<file path="src/rtl/midi_in_parser_pkg.sv">
`default_nettype none
// +----------------------------------------------------------------------------+
// | Packages  : utils, midi_pkg                                                 |
// | Purpose   : Shared helpers and MIDI constants for midi_in_parser.           |
// |             utils::clogb2  - counter width for a given maximum count.       |
// |             midi_pkg       - status nibbles, sysex/real-time markers,       |
// |                              strobe FSM state type, msg_len().              |
// | Revision  : 1.0 - initial release                                           |
// +----------------------------------------------------------------------------+
package utils;

  // Bits needed to count 0..value-1; never returns less than 1 so a
  // length of 1 still yields a legal vector.
  function automatic int clogb2(input int value);
    int res;
    res = 0;
    for (int i = 0; i < 31; i++) begin
      if ((1 << i) < value) res = i + 1;
    end
    if (res == 0) res = 1;
    return res;
  endfunction

endpackage

package midi_pkg;

  localparam logic [3:0] NOTE_OFF = 4'h8;
  localparam logic [3:0] NOTE_ON  = 4'h9;
  localparam logic [3:0] CTRL     = 4'hB;
  localparam logic [3:0] PRG      = 4'hC;
  localparam logic [3:0] PITCH    = 4'hE;
  localparam logic [3:0] SYS      = 4'hF;

  localparam logic [7:0] SYSEX_START = 8'hF0;
  localparam logic [7:0] SYSEX_END   = 8'hF7;
  localparam logic [7:0] RT_MIN      = 8'hF8;

  typedef enum logic [1:0] {
    ST_IDLE = 2'd0,
    ST_HIGH = 2'd1,
    ST_LOW  = 2'd2
  } strobe_state_t;

  // Expected number of data bytes following a status byte.
  // 0xFF marks sysex (open-ended).
  function automatic logic [7:0] msg_len(input logic [7:0] status);
    logic [7:0] len;
    len = 8'd0;
    case (status[7:4])
      NOTE_OFF, NOTE_ON, 4'hA, CTRL, PITCH: len = 8'd2;
      PRG, 4'hD:                            len = 8'd1;
      SYS: begin
        case (status[3:0])
          4'h0:       len = 8'hFF;
          4'h1, 4'h3: len = 8'd1;
          4'h2:       len = 8'd2;
          default:    len = 8'd0;
        endcase
      end
      default: len = 8'd0;
    endcase
    return len;
  endfunction

endpackage
`default_nettype wire

</file>
<file path="src/rtl/midi_in_parser_if.sv">
`default_nettype none
// +----------------------------------------------------------------------------+
// | Interface : midi_in_parser_if                                              |
// | Purpose   : Byte-in / strobe-out bundle of the MIDI input parser.          |
// | Ports     : rx_valid, rx_byte               (source -> parser)             |
// |             byteready, cur_status, midi_bytes, databyte, rt_valid,        |
// |             rt_byte, sysex_end, orphan_cnt, overrun  (parser -> sink)     |
// |             master = UART side / bench, slave = parser                    |
// | Revision  : 1.0 - initial release                                           |
// +----------------------------------------------------------------------------+
interface midi_in_parser_if;
  logic       rx_valid;
  logic [7:0] rx_byte;
  logic       byteready;
  logic [7:0] cur_status;
  logic [7:0] midi_bytes;
  logic [7:0] databyte;
  logic       rt_valid;
  logic [7:0] rt_byte;
  logic       sysex_end;
  logic [7:0] orphan_cnt;
  logic       overrun;

  modport master (
    output rx_valid, rx_byte,
    input  byteready, cur_status, midi_bytes, databyte,
           rt_valid, rt_byte, sysex_end, orphan_cnt, overrun
  );

  modport slave (
    input  rx_valid, rx_byte,
    output byteready, cur_status, midi_bytes, databyte,
           rt_valid, rt_byte, sysex_end, orphan_cnt, overrun
  );
endinterface
`default_nettype wire

</file>
<file path="src/rtl/midi_in_parser_skid.sv">
`default_nettype none
// +----------------------------------------------------------------------------+
// | Module    : midi_byte_skid                                                  |
// | Purpose   : One-entry byte holding register.                               |
// | Ports     : clk, rst        clock / sync active-high reset                 |
// |             push, push_data load an entry (may coincide with pop)          |
// |             pop             release the held entry                         |
// |             full, data      entry present / held byte                      |
// | Revision  : 1.0 - initial release                                           |
// +----------------------------------------------------------------------------+
module midi_byte_skid (
  input  logic       clk,
  input  logic       rst,
  input  logic       push,
  input  logic [7:0] push_data,
  input  logic       pop,
  output logic       full,
  output logic [7:0] data
);

  // Push wins over pop: a simultaneous pop+push refills the entry.
  always_ff @(posedge clk) begin
    if (rst) begin
      full <= 1'b0;
      data <= 8'h00;
    end else if (push) begin
      full <= 1'b1;
      data <= push_data;
    end else if (pop) begin
      full <= 1'b0;
    end
  end

endmodule
`default_nettype wire

</file>
<file path="src/rtl/midi_in_parser.sv">
`default_nettype none
// +----------------------------------------------------------------------------+
// | Module    : midi_in_parser                                                  |
// | Purpose   : Turns the UART MIDI byte stream into status-qualified byte     |
// |             strobes: running status, message byte index, real-time        |
// |             diversion, sysex tracking and strobe spacing.                  |
// | Ports     : CLOCK_25  system clock                                         |
// |             iRST      sync active-high reset                               |
// |             bus       midi_in_parser_if.slave (rx in, strobes out)         |
// | Revision  : 1.0 - initial release                                           |
// +----------------------------------------------------------------------------+
module midi_in_parser
  import midi_pkg::*;
#(
  parameter int STROBE_LEN = 4,
  parameter int GAP_LEN    = 2
) (
  input  logic            CLOCK_25,
  input  logic            iRST,
  midi_in_parser_if.slave bus
);

  localparam int MAX_LEN = (STROBE_LEN > GAP_LEN) ? STROBE_LEN : GAP_LEN;
  localparam int CW      = utils::clogb2(MAX_LEN);
  localparam logic [CW-1:0] HIGH_LAST = CW'(STROBE_LEN - 1);
  // The IDLE cycle that follows LOW is itself a low cycle, so LOW only
  // needs GAP_LEN-1 cycles to give GAP_LEN low cycles between strobes.
  localparam logic [CW-1:0] LOW_LAST  = CW'((GAP_LEN > 1) ? GAP_LEN - 2 : 0);

  strobe_state_t state, state_nxt;
  logic [CW-1:0] scnt, scnt_nxt;

  logic [7:0] run_status;  // status governing the next data byte (00 = none)
  logic [7:0] msg_cnt;     // data bytes seen in the current message
  logic [7:0] out_status, out_mbytes, out_data, orphan_q, rt_byte_q;
  logic       rt_valid_q, sysex_end_q, overrun_q;

  logic       skid_full, skid_push, skid_pop;
  logic [7:0] skid_data;

  logic       idle, rx_rt, rx_nrt, proc_valid;
  logic [7:0] proc_byte;

  logic       p_emit, p_sx_end, p_orphan;
  logic [7:0] p_run, p_cnt, p_status, p_mbytes, len, inc;

  assign idle   = (state == ST_IDLE);
  assign rx_rt  = bus.rx_valid && (bus.rx_byte >= RT_MIN);
  assign rx_nrt = bus.rx_valid && (bus.rx_byte < RT_MIN);

  // In IDLE a held byte goes first; the incoming byte then refills the skid.
  assign proc_valid = idle && (skid_full || rx_nrt);
  assign proc_byte  = skid_full ? skid_data : bus.rx_byte;
  assign skid_pop   = idle && skid_full;
  assign skid_push  = rx_nrt && (idle ? skid_full : !skid_full);

  midi_byte_skid u_skid (
    .clk       (CLOCK_25),
    .rst       (iRST),
    .push      (skid_push),
    .push_data (bus.rx_byte),
    .pop       (skid_pop),
    .full      (skid_full),
    .data      (skid_data)
  );

  // Byte classification for the head-of-pipeline byte.
  always_comb begin
    p_emit   = 1'b0;
    p_sx_end = 1'b0;
    p_orphan = 1'b0;
    p_run    = run_status;
    p_cnt    = msg_cnt;
    p_status = out_status;
    p_mbytes = out_mbytes;
    len      = msg_len(run_status);
    inc      = msg_cnt + 8'd1;
    if (proc_byte[7]) begin
      if (proc_byte == SYSEX_END) begin
        if (run_status == SYSEX_START) begin
          p_sx_end = 1'b1;
          p_run    = 8'h00;
          p_status = 8'h00;
        end
      end else if (proc_byte == 8'hF4 || proc_byte == 8'hF5) begin
        p_run    = 8'h00;
        p_cnt    = 8'h00;
        p_status = 8'h00;
      end else begin
        // F6 has no data bytes: it is emitted but leaves no status in force.
        p_emit   = 1'b1;
        p_run    = (proc_byte == 8'hF6) ? 8'h00 : proc_byte;
        p_cnt    = 8'h00;
        p_status = proc_byte;
        p_mbytes = 8'h00;
      end
    end else if (run_status == 8'h00) begin
      p_orphan = 1'b1;
    end else begin
      if (run_status == SYSEX_START)
        inc = (msg_cnt == 8'hFF) ? 8'hFF : msg_cnt + 8'd1;
      else if (msg_cnt == len)
        inc = 8'd1;  // running status restarts the data index
      p_emit   = 1'b1;
      p_cnt    = inc;
      p_status = run_status;
      p_mbytes = inc;
      // Completed system common message: no running status.
      if (run_status[7:4] == SYS && run_status != SYSEX_START && inc == len)
        p_run = 8'h00;
    end
  end

  always_ff @(posedge CLOCK_25) begin
    if (iRST) begin
      run_status  <= 8'h00;
      msg_cnt     <= 8'h00;
      out_status  <= 8'h00;
      out_mbytes  <= 8'h00;
      out_data    <= 8'h00;
      orphan_q    <= 8'h00;
      rt_valid_q  <= 1'b0;
      rt_byte_q   <= 8'h00;
      sysex_end_q <= 1'b0;
      overrun_q   <= 1'b0;
    end else begin
      rt_valid_q  <= rx_rt;
      if (rx_rt) rt_byte_q <= bus.rx_byte;
      sysex_end_q <= proc_valid && p_sx_end;
      if (rx_nrt && !idle && skid_full) overrun_q <= 1'b1;
      if (proc_valid) begin
        run_status <= p_run;
        msg_cnt    <= p_cnt;
        out_status <= p_status;
        if (p_emit) begin
          out_mbytes <= p_mbytes;
          out_data   <= proc_byte;
        end
        if (p_orphan && orphan_q != 8'hFF) orphan_q <= orphan_q + 8'd1;
      end
    end
  end

  // Strobe FSM: state register.
  always_ff @(posedge CLOCK_25) begin
    if (iRST) begin
      state <= ST_IDLE;
      scnt  <= '0;
    end else begin
      state <= state_nxt;
      scnt  <= scnt_nxt;
    end
  end

  // Strobe FSM: next state.
  always_comb begin
    state_nxt = state;
    scnt_nxt  = scnt;
    case (state)
      ST_IDLE: begin
        if (proc_valid && p_emit) begin
          state_nxt = ST_HIGH;
          scnt_nxt  = '0;
        end
      end
      ST_HIGH: begin
        if (scnt == HIGH_LAST) begin
          state_nxt = (GAP_LEN > 1) ? ST_LOW : ST_IDLE;
          scnt_nxt  = '0;
        end else begin
          scnt_nxt = scnt + CW'(1);
        end
      end
      ST_LOW: begin
        if (scnt == LOW_LAST) begin
          state_nxt = ST_IDLE;
          scnt_nxt  = '0;
        end else begin
          scnt_nxt = scnt + CW'(1);
        end
      end
      default: begin
        state_nxt = ST_IDLE;
        scnt_nxt  = '0;
      end
    endcase
  end

  assign bus.byteready  = (state == ST_HIGH);
  assign bus.cur_status = out_status;
  assign bus.midi_bytes = out_mbytes;
  assign bus.databyte   = out_data;
  assign bus.rt_valid   = rt_valid_q;
  assign bus.rt_byte    = rt_byte_q;
  assign bus.sysex_end  = sysex_end_q;
  assign bus.orphan_cnt = orphan_q;
  assign bus.overrun    = overrun_q;

endmodule
`default_nettype wire
</file>
<file path="src/flat_wrapper.sv">
// flat-port wrapper written by rule: the top's interface ports become plain ports
module midi_in_parser_flat import midi_pkg::*;
#(
  parameter int STROBE_LEN = 4,
  parameter int GAP_LEN    = 2
)
  (CLOCK_25, iRST, bus_rx_valid, bus_rx_byte, bus_byteready, bus_cur_status, bus_midi_bytes, bus_databyte, bus_rt_valid, bus_rt_byte, bus_sysex_end, bus_orphan_cnt, bus_overrun);
  midi_in_parser_if bus_i ();
  input  logic CLOCK_25;
  input  logic iRST;
  input wire logic [$bits(bus_i.rx_valid)-1:0] bus_rx_valid;
  input wire logic [$bits(bus_i.rx_byte)-1:0] bus_rx_byte;
  output wire logic [$bits(bus_i.byteready)-1:0] bus_byteready;
  output wire logic [$bits(bus_i.cur_status)-1:0] bus_cur_status;
  output wire logic [$bits(bus_i.midi_bytes)-1:0] bus_midi_bytes;
  output wire logic [$bits(bus_i.databyte)-1:0] bus_databyte;
  output wire logic [$bits(bus_i.rt_valid)-1:0] bus_rt_valid;
  output wire logic [$bits(bus_i.rt_byte)-1:0] bus_rt_byte;
  output wire logic [$bits(bus_i.sysex_end)-1:0] bus_sysex_end;
  output wire logic [$bits(bus_i.orphan_cnt)-1:0] bus_orphan_cnt;
  output wire logic [$bits(bus_i.overrun)-1:0] bus_overrun;
  assign bus_i.rx_valid = bus_rx_valid;
  assign bus_i.rx_byte = bus_rx_byte;
  assign bus_byteready = bus_i.byteready;
  assign bus_cur_status = bus_i.cur_status;
  assign bus_midi_bytes = bus_i.midi_bytes;
  assign bus_databyte = bus_i.databyte;
  assign bus_rt_valid = bus_i.rt_valid;
  assign bus_rt_byte = bus_i.rt_byte;
  assign bus_sysex_end = bus_i.sysex_end;
  assign bus_orphan_cnt = bus_i.orphan_cnt;
  assign bus_overrun = bus_i.overrun;
  midi_in_parser #(.STROBE_LEN(STROBE_LEN), .GAP_LEN(GAP_LEN)) u_core (.CLOCK_25(CLOCK_25), .iRST(iRST), .bus(bus_i));
endmodule
</file>
<file path="config.mk">
export PLATFORM = sky130hd
export DESIGN_NAME = midi_in_parser_flat
export DESIGN_NICKNAME = d
export VERILOG_FILES = /design/src/rtl/midi_in_parser_pkg.sv /design/src/rtl/midi_in_parser_if.sv /design/src/rtl/midi_in_parser_skid.sv /design/src/rtl/midi_in_parser.sv /design/src/flat_wrapper.sv
export SDC_FILE = /design/constraint.sdc
export NUM_CORES = 1
export LEC_CHECK = 0
export BUFFER_PORTS_ARGS = -buffer_cell sky130_fd_sc_hd__buf_2
export CAP_MARGIN = 20
export CORE_UTILIZATION = 50
export CTS_CLUSTER_SIZE = 8
export DETAILED_ROUTE_END_ITERATION = 7
export PLACE_DENSITY = 0.84
export SYNTH_ARGS = -nofsm -noshare
export SYNTH_HDL_FRONTEND = slang
export SYNTH_SLANG_ARGS = --single-unit
</file>
<file path="constraint.sdc">
create_clock -name CLOCK_25 -period 6.91 [get_ports CLOCK_25]
set_clock_uncertainty 0.15 [all_clocks]
set_input_delay 0.3455 -clock CLOCK_25 [delete_from_list [all_inputs] [get_ports CLOCK_25]]
set_output_delay 0.3455 -clock CLOCK_25 [all_outputs]
set_load 0.05 [all_outputs]
</file>
==> results of run 1 <==
## worst max-delay path: stages (launching register included)
cell,delay (ps)
dfxtp_1,800
mux2i_2,270
buf_4,270
a21oi_1,70
nand2_1,140
nor2_1,70
nor2b_1,760
mux2i_1,270
nor2_1,50
## cells by family (layout without fill, tap and decap cells)
| group | count (synthesis) | count (layout) | synth area share, % |
|---|---|---|---|
| multiplexers | 23 | 23 | 6.72 |
| buffers and inverters | 48 | 95 | 5.54 |
| flip-flops | 72 | 72 | 41.4 |
| XOR/XNOR | 11 | 11 | 2.77 |
| AO/OA/AOI/OAI | 100 | 100 | 18.6 |
| AND/OR/NAND/NOR | 149 | 149 | 21.7 |
| adder cells (fa/ha/maj) | 9 | 9 | 3.24 |
## power by group
part           total (W)  internal [W]  switching (W)
clock           0.000358      0.000202       0.000156
sequential      0.000576      0.000494      0.0000822
combinational   0.000656      0.000207       0.000449
## how the worst min path moves through the flow
| stage | from | to | slack, ps | cells past startpoint |
|---|---|---|---|---|
| 2_1_floorplan | u_core.msg_cnt[5] | u_core.msg_cnt[5] | 320 | 2 |
| 3_3_place_gp | u_core.bus.rt_byte[3] | u_core.bus.rt_byte[3] | 280 | 2 |
| 3_5_place_dp | u_core.bus.rt_byte[4] | u_core.bus.rt_byte[4] | 290 | 2 |
| 4_1_cts | bus_rx_byte[4] | u_core.u_skid.data[4] | 110 | 3 |
| 5_1_grt | bus_rx_byte[4] | u_core.u_skid.data[4] | 120 | 3 |
| 6_report | bus_rx_byte[4] | u_core.u_skid.data[4] | 120 | 3 |
## cell usage after synthesis (all sizes together)
master   instances
dfxtp           72
nor2            53
a21oi           39
nand2           32
inv             23
mux2i           23
o21ai           16
a211oi          14
clkbuf          13
buf             12
nand3           11
ha               9
o32ai            7
nand2b           6
nand4            6
nor3             6
nor4             6
xnor2            6
and3             5
nor2b            5
o211ai           5
xor2             5
or3              4
a31oi            3
o2111ai          3
or2              3
a21o             2
a22oi            2
a31o             2
and4             2
nand4b           2
nor3b            2
o21a             2
a311oi           1
and2             1
and4b            1
nand3b           1
nand4bb          1
o22ai            1
o311ai           1
o31ai            1
o32a             1
or3b             1
or4              1
## flip-flops by register name, summed over array words and instances, names as in the netlist, 2 cells and up
register / count
u_core.bus.rt_byte: 8
u_core.scnt: 2
u_core.run_status: 8
u_core.bus.databyte: 8
u_core.state: 2
u_core.bus.midi_bytes: 8
u_core.bus.orphan_cnt: 8
u_core.bus.cur_status: 8
u_core.u_skid.data: 8
u_core.msg_cnt: 8
## cell type report
cell class,instances,area [um^2],area share [%]
well taps,80,100,2.52
clock inverters,6,83.8,2.11
flip-flops and latches,72,1440,36.3
inverters,23,86.3,2.17
repair buffers,56,285,7.19
multi-input cells,292,1850,46.5
clock buffers,10,128,3.21
## per-layer routing
layer	global-route usage, %	wire length [um]
met3	5.84	466
met4	8.18	117
met1	29.9	3610
met5	0	0
met2	35.9	3760
## per-stage QoR
| step | power, W | worst slack (ps) | cells |
|---|---|---|---|
| after detailed placement | 0.00124 | 3960 | 523 |
| after CTS | 0.00159 | 3940 | 539 |
| after global routing | 0.00168 | 3610 | 539 |
| final | 0.00159 | 3940 | 539 |
| after floorplan | 0.00111 | 4670 | 412 |
| after global placement | 0.00121 | 4070 | 523 |
==> run metrics, run 1 <==
final period utilization between 40 and 50%; Reg-to-Reg End u_core.bus.cur_status[3]; DR WL/cell ~15 um; Final Max Tran Viols 0; antenna violations before repair 0; TritonCTS Buffers 9; clock tree buffer depth 2; LEAKAGE 1.65 nW; min Tclk post-route approximately 3000 ps; Core ar. roughly 6800 um^2; Final setup viols 0; #FFs+latches synth slightly above 70; CTS Root Cell clkbuf_8; post-synth top area cell dfxtp_1; Critical Path Source Type flip-flop; CP Class flip-flop to flip-flop; n_diodes 0; Mapped Cells around 410; layout cell share with drive strength beyond 1 18.3%; CP Max Fanout 23; CP startpoint u_core.u_skid.full; Max-Cap Viols 0; vias in the first global route ~2.9k; Syn Nets approximately 430; most common cell after layout, fill and taps aside dfxtp_1; fin util between 50% and 60%; pin count of the biggest net entering global routing 46; setup TNS 0 ps; Clk Latency, worst-skew pair 340 ps; via count slightly above 3k; hpwl dp ~5.7 mm; sequential cell area fraction in the yosys report just over 40%; Worst EP required around 7000 ps; # nets final about 470; 1st-iter DRT viols 303; Synth top area share between 40% and 50%; port bufs 54; Slew HR between 30% and 40%; grt ovf 0; critical path arrival approximately 3000 ps; Yosys warnings 0; hold-fix buffers at CTS 0; First-pass DRT Iterations 4; CTS resizes 0; GP Congestion about 0.93; via-per-instance ratio around 5.7; most frequent cells in the layout 72 x dfxtp_1, 54 x buf_2, 52 x nor2_1; status finished, final reports clean; cell area power density 401 nW/um^2; clock sink total between 70 and 80; Post-Syn Area roughly 3500 um^2; FP Rows 30; Worst R2R Start u_core.u_skid.full; Final ANT Viol Nets 0; Starting Density between 50 and 60%; fmax ~340 MHz; io pins 55; syn_area_per_cell 8.45 um^2; Synth-to-Final Area Change 14.1%; first-pass GRT wire length between 10 and 15 mm; total setup buffers inserted after CTS 0; DRC viols 0; Synth cell types between 50 and 60; Reg clk slew, reported paths 80 ps; # fillers 586; Worst Hold Class input pin to flip-flop; DIE HEIGHT roughly 85 um; Fin Hold WS approximately 120 ps; last element of the critical path u_core.bus.cur_status[3]; Worst Tran Pin Value 969 ps; worst r2r path cells 8; maximum VDD drop between 150 and 200 uV; CP Capture Type flip-flop; final hold violation count 0; htree depth 3; die footprint around 7300 um^2; RSZ-0062 raised after global routing false; R2R setup slack approximately 3900 ps; Finished Cell Area a little under 4000 um^2; Tot GR Track Use around 23%; CTS tree done; Cell Area, Placed approximately 3800 um^2; top post-synthesis cells by area dfxtp_1 41%, mux2i_1 6.3%, nor2_1 5.6%; Chip Width 85.4 um; final wirelength between 7 and 8 mm
(Power assumes the default switching activity.)
==> inputs of run 2 (changes only) <==
==> constraint.sdc (replaced) <==
create_clock -name CLOCK_25 -period 2.75 [get_ports CLOCK_25]
set_clock_uncertainty 0.15 [all_clocks]
set_input_delay 0.1375 -clock CLOCK_25 [delete_from_list [all_inputs] [get_ports CLOCK_25]]
set_output_delay 0.1375 -clock CLOCK_25 [all_outputs]
set_load 0.05 [all_outputs]
==> run metrics, run 2 (same netlist as run 1, synthesis figures left out) <==
antenna violations before repair 0 (unchanged); Fin Hold WS 26.1 ps (-95.7 ps); DR WL/cell 15.3 um (+3.5%); status finished, final reports clean; DIE HEIGHT 85.4 um (unchanged); grt ovf 0 (unchanged); hold-fix buffers at CTS 8 (+8); # fillers 586 (unchanged); GP Congestion 0.850 (-8.5%); TritonCTS Buffers 9 (unchanged); FP Rows 30 (unchanged); worst hold endpoint u_core.bus.rt_valid; Reg-to-Reg End u_core.msg_cnt[4]; RSZ-0062 raised after global routing false; Clk Latency, worst-skew pair 350 ps (about the same); # nets final 487 (+2.7%); clock tree buffer depth 2 (unchanged); Synth-to-Final Area Change 18.4%; LEAKAGE 1.72 nW (+3.9%); final hold violation count 0 (unchanged); clock sink total 72 (unchanged); total setup buffers inserted after CTS 0 (unchanged); n_diodes 0 (unchanged); Reg clk slew, reported paths 80 ps (about the same); most common cell after layout, fill and taps aside dfxtp_1; Worst Hold Launch iRST; via count 3196 (+3.2%); maximum VDD drop 547 uV (+200%); CTS tree done; CP startpoint bus_rx_byte[4]; io pins 55 (unchanged); Worst Tran Pin Value 798 ps (-170 ps); port bufs 54 (unchanged); Final Max Tran Viols 0 (unchanged); hpwl dp 5.88 mm (+2.6%); 1st-iter DRT viols 292 (-3.6%); Starting Density 51.5% (unchanged); die footprint 7300 um^2 (unchanged); fmax a little under 400 MHz; First-pass DRT Iterations 5 (+1); pin count of the biggest net entering global routing 54 (+17%); Cell Area, Placed 3800 um^2 (+1.0%); Worst R2R Start u_core.u_skid.full; CTS resizes 0 (unchanged); Final setup viols 0 (unchanged); CP Capture Type flip-flop; Tot GR Track Use 23.8% (+1.2 points); Slew HR 46.8% (+11 points); Worst EP required 2860 ps (-4120 ps); met3 usage 5.84% (unchanged); critical path arrival 2660 ps (-380 ps); Hold Path Cell Cnt 2 (-1); cell area power density 1020 nW/um^2 (+150%); Max-Cap Viols 0 (unchanged); via-per-instance ratio 5.79 (+0.73%); CTS Root Cell clkbuf_8; Finished Cell Area 4120 um^2 (+3.8%); CP Class input pin to flip-flop; layout cell share with drive strength beyond 1 19.1% (+0.77 points); most frequent cells in the layout 72 x dfxtp_1, 54 x buf_2, 52 x nor2_1; worst r2r path cells 7 (-1); Worst Hold Class input pin to flip-flop; fin util 61.0% (+2.2 points); R2R setup slack 220 ps (-3720 ps); vias in the first global route 2889 (-0.10%); htree depth 3 (unchanged); min Tclk post-route ~2600 ps; Chip Width 85.4 um (unchanged); grt met1 use 31.5% (+1.7 points); first-pass GRT wire length 13.8 mm (+3.7%); final wirelength 8.43 mm (+6.0%); setup TNS 0 ps (unchanged); CP Max Fanout 8 (-65%); met2 global-route usage 37.6% (+1.7 points); Core ar. 6760 um^2 (unchanged); Critical Path Source Type input pin; final period utilization approximately 93%; Final ANT Viol Nets 0 (unchanged); gr busiest metal met2; DRC viols 0 (unchanged)
-- run 2: cell count changes in the layout (fill, tap and decap cells not counted), moves of 2 or more --
| cell | previous run | this run |
|---|---|---|
| dlygate4sd3_1 | 0 | 8 |
| clkinvlp_4 | 0 | 2 |
| clkinv_2 | 3 | 1 |
| buf_4 | 2 | 7 |
-- run 2: critical path: stages --
cell and delay [ps]:
dlygate4sd3_1 540, buf_2 130, nand3_1 120, o21a_1 270
o21ai_1 540, nor2b_1 160, and4b_4 240, a31o_4 270
o32ai_1 250
-- run 2: metal layers --
metal | vias up | share of wire [%]
met5 | - | 0
met4 | 0 | 1.8
met3 | 19 | 6.2
met2 | 121 | 47
met1 | 1477 | 45
li1 | 1579 | -
-- run 2: layout make-up --
class | instances | area (um^2) | share of cell area (%)
inverter | 23 | 86.3 | 2.10
tap | 80 | 100 | 2.43
clock inverter | 7 | 119 | 2.89
timing repair buffer | 69 | 403 | 9.78
sequential | 72 | 1440 | 35.0
clock buffer | 9 | 124 | 3.01
multi-input combinational | 292 | 1850 | 44.8
-- run 2: power by group --
part | leakage, nW | total (W) | internal (W) | switching, W
logic | 1.02 | 0.00176 | 0.000564 | 0.00120
registers | 0.585 | 0.00141 | 0.00124 | 0.000171
clock network | 0.116 | 0.00102 | 0.000603 | 0.000412
-- run 2: worst max path at each step --
stage / endpoint / slack [ps] / depth (start not counted)
3_5_place_dp: u_core.run_status[0] / 300 / 8
5_1_grt: u_core.run_status[0] / 50 / 9
3_3_place_gp: u_core.run_status[0] / 400 / 8
2_1_floorplan: u_core.bus.orphan_cnt[7] / 510 / 8
4_1_cts: u_core.run_status[0] / 250 / 9
6_report: u_core.run_status[0] / 190 / 9
-- run 2: through the flow --
| stage | instances | setup WS (ps) | total power, W |
|---|---|---|---|
| 5_1_grt | 552 | 49.3 | 0.00443 |
| 6_report | 552 | 191 | 0.00419 |
| 3_3_place_gp | 528 | 401 | 0.00311 |
| 3_5_place_dp | 528 | 297 | 0.00316 |
| 4_1_cts | 552 | 252 | 0.00419 |
| 2_1_floorplan | 412 | 512 | 0.00278 |
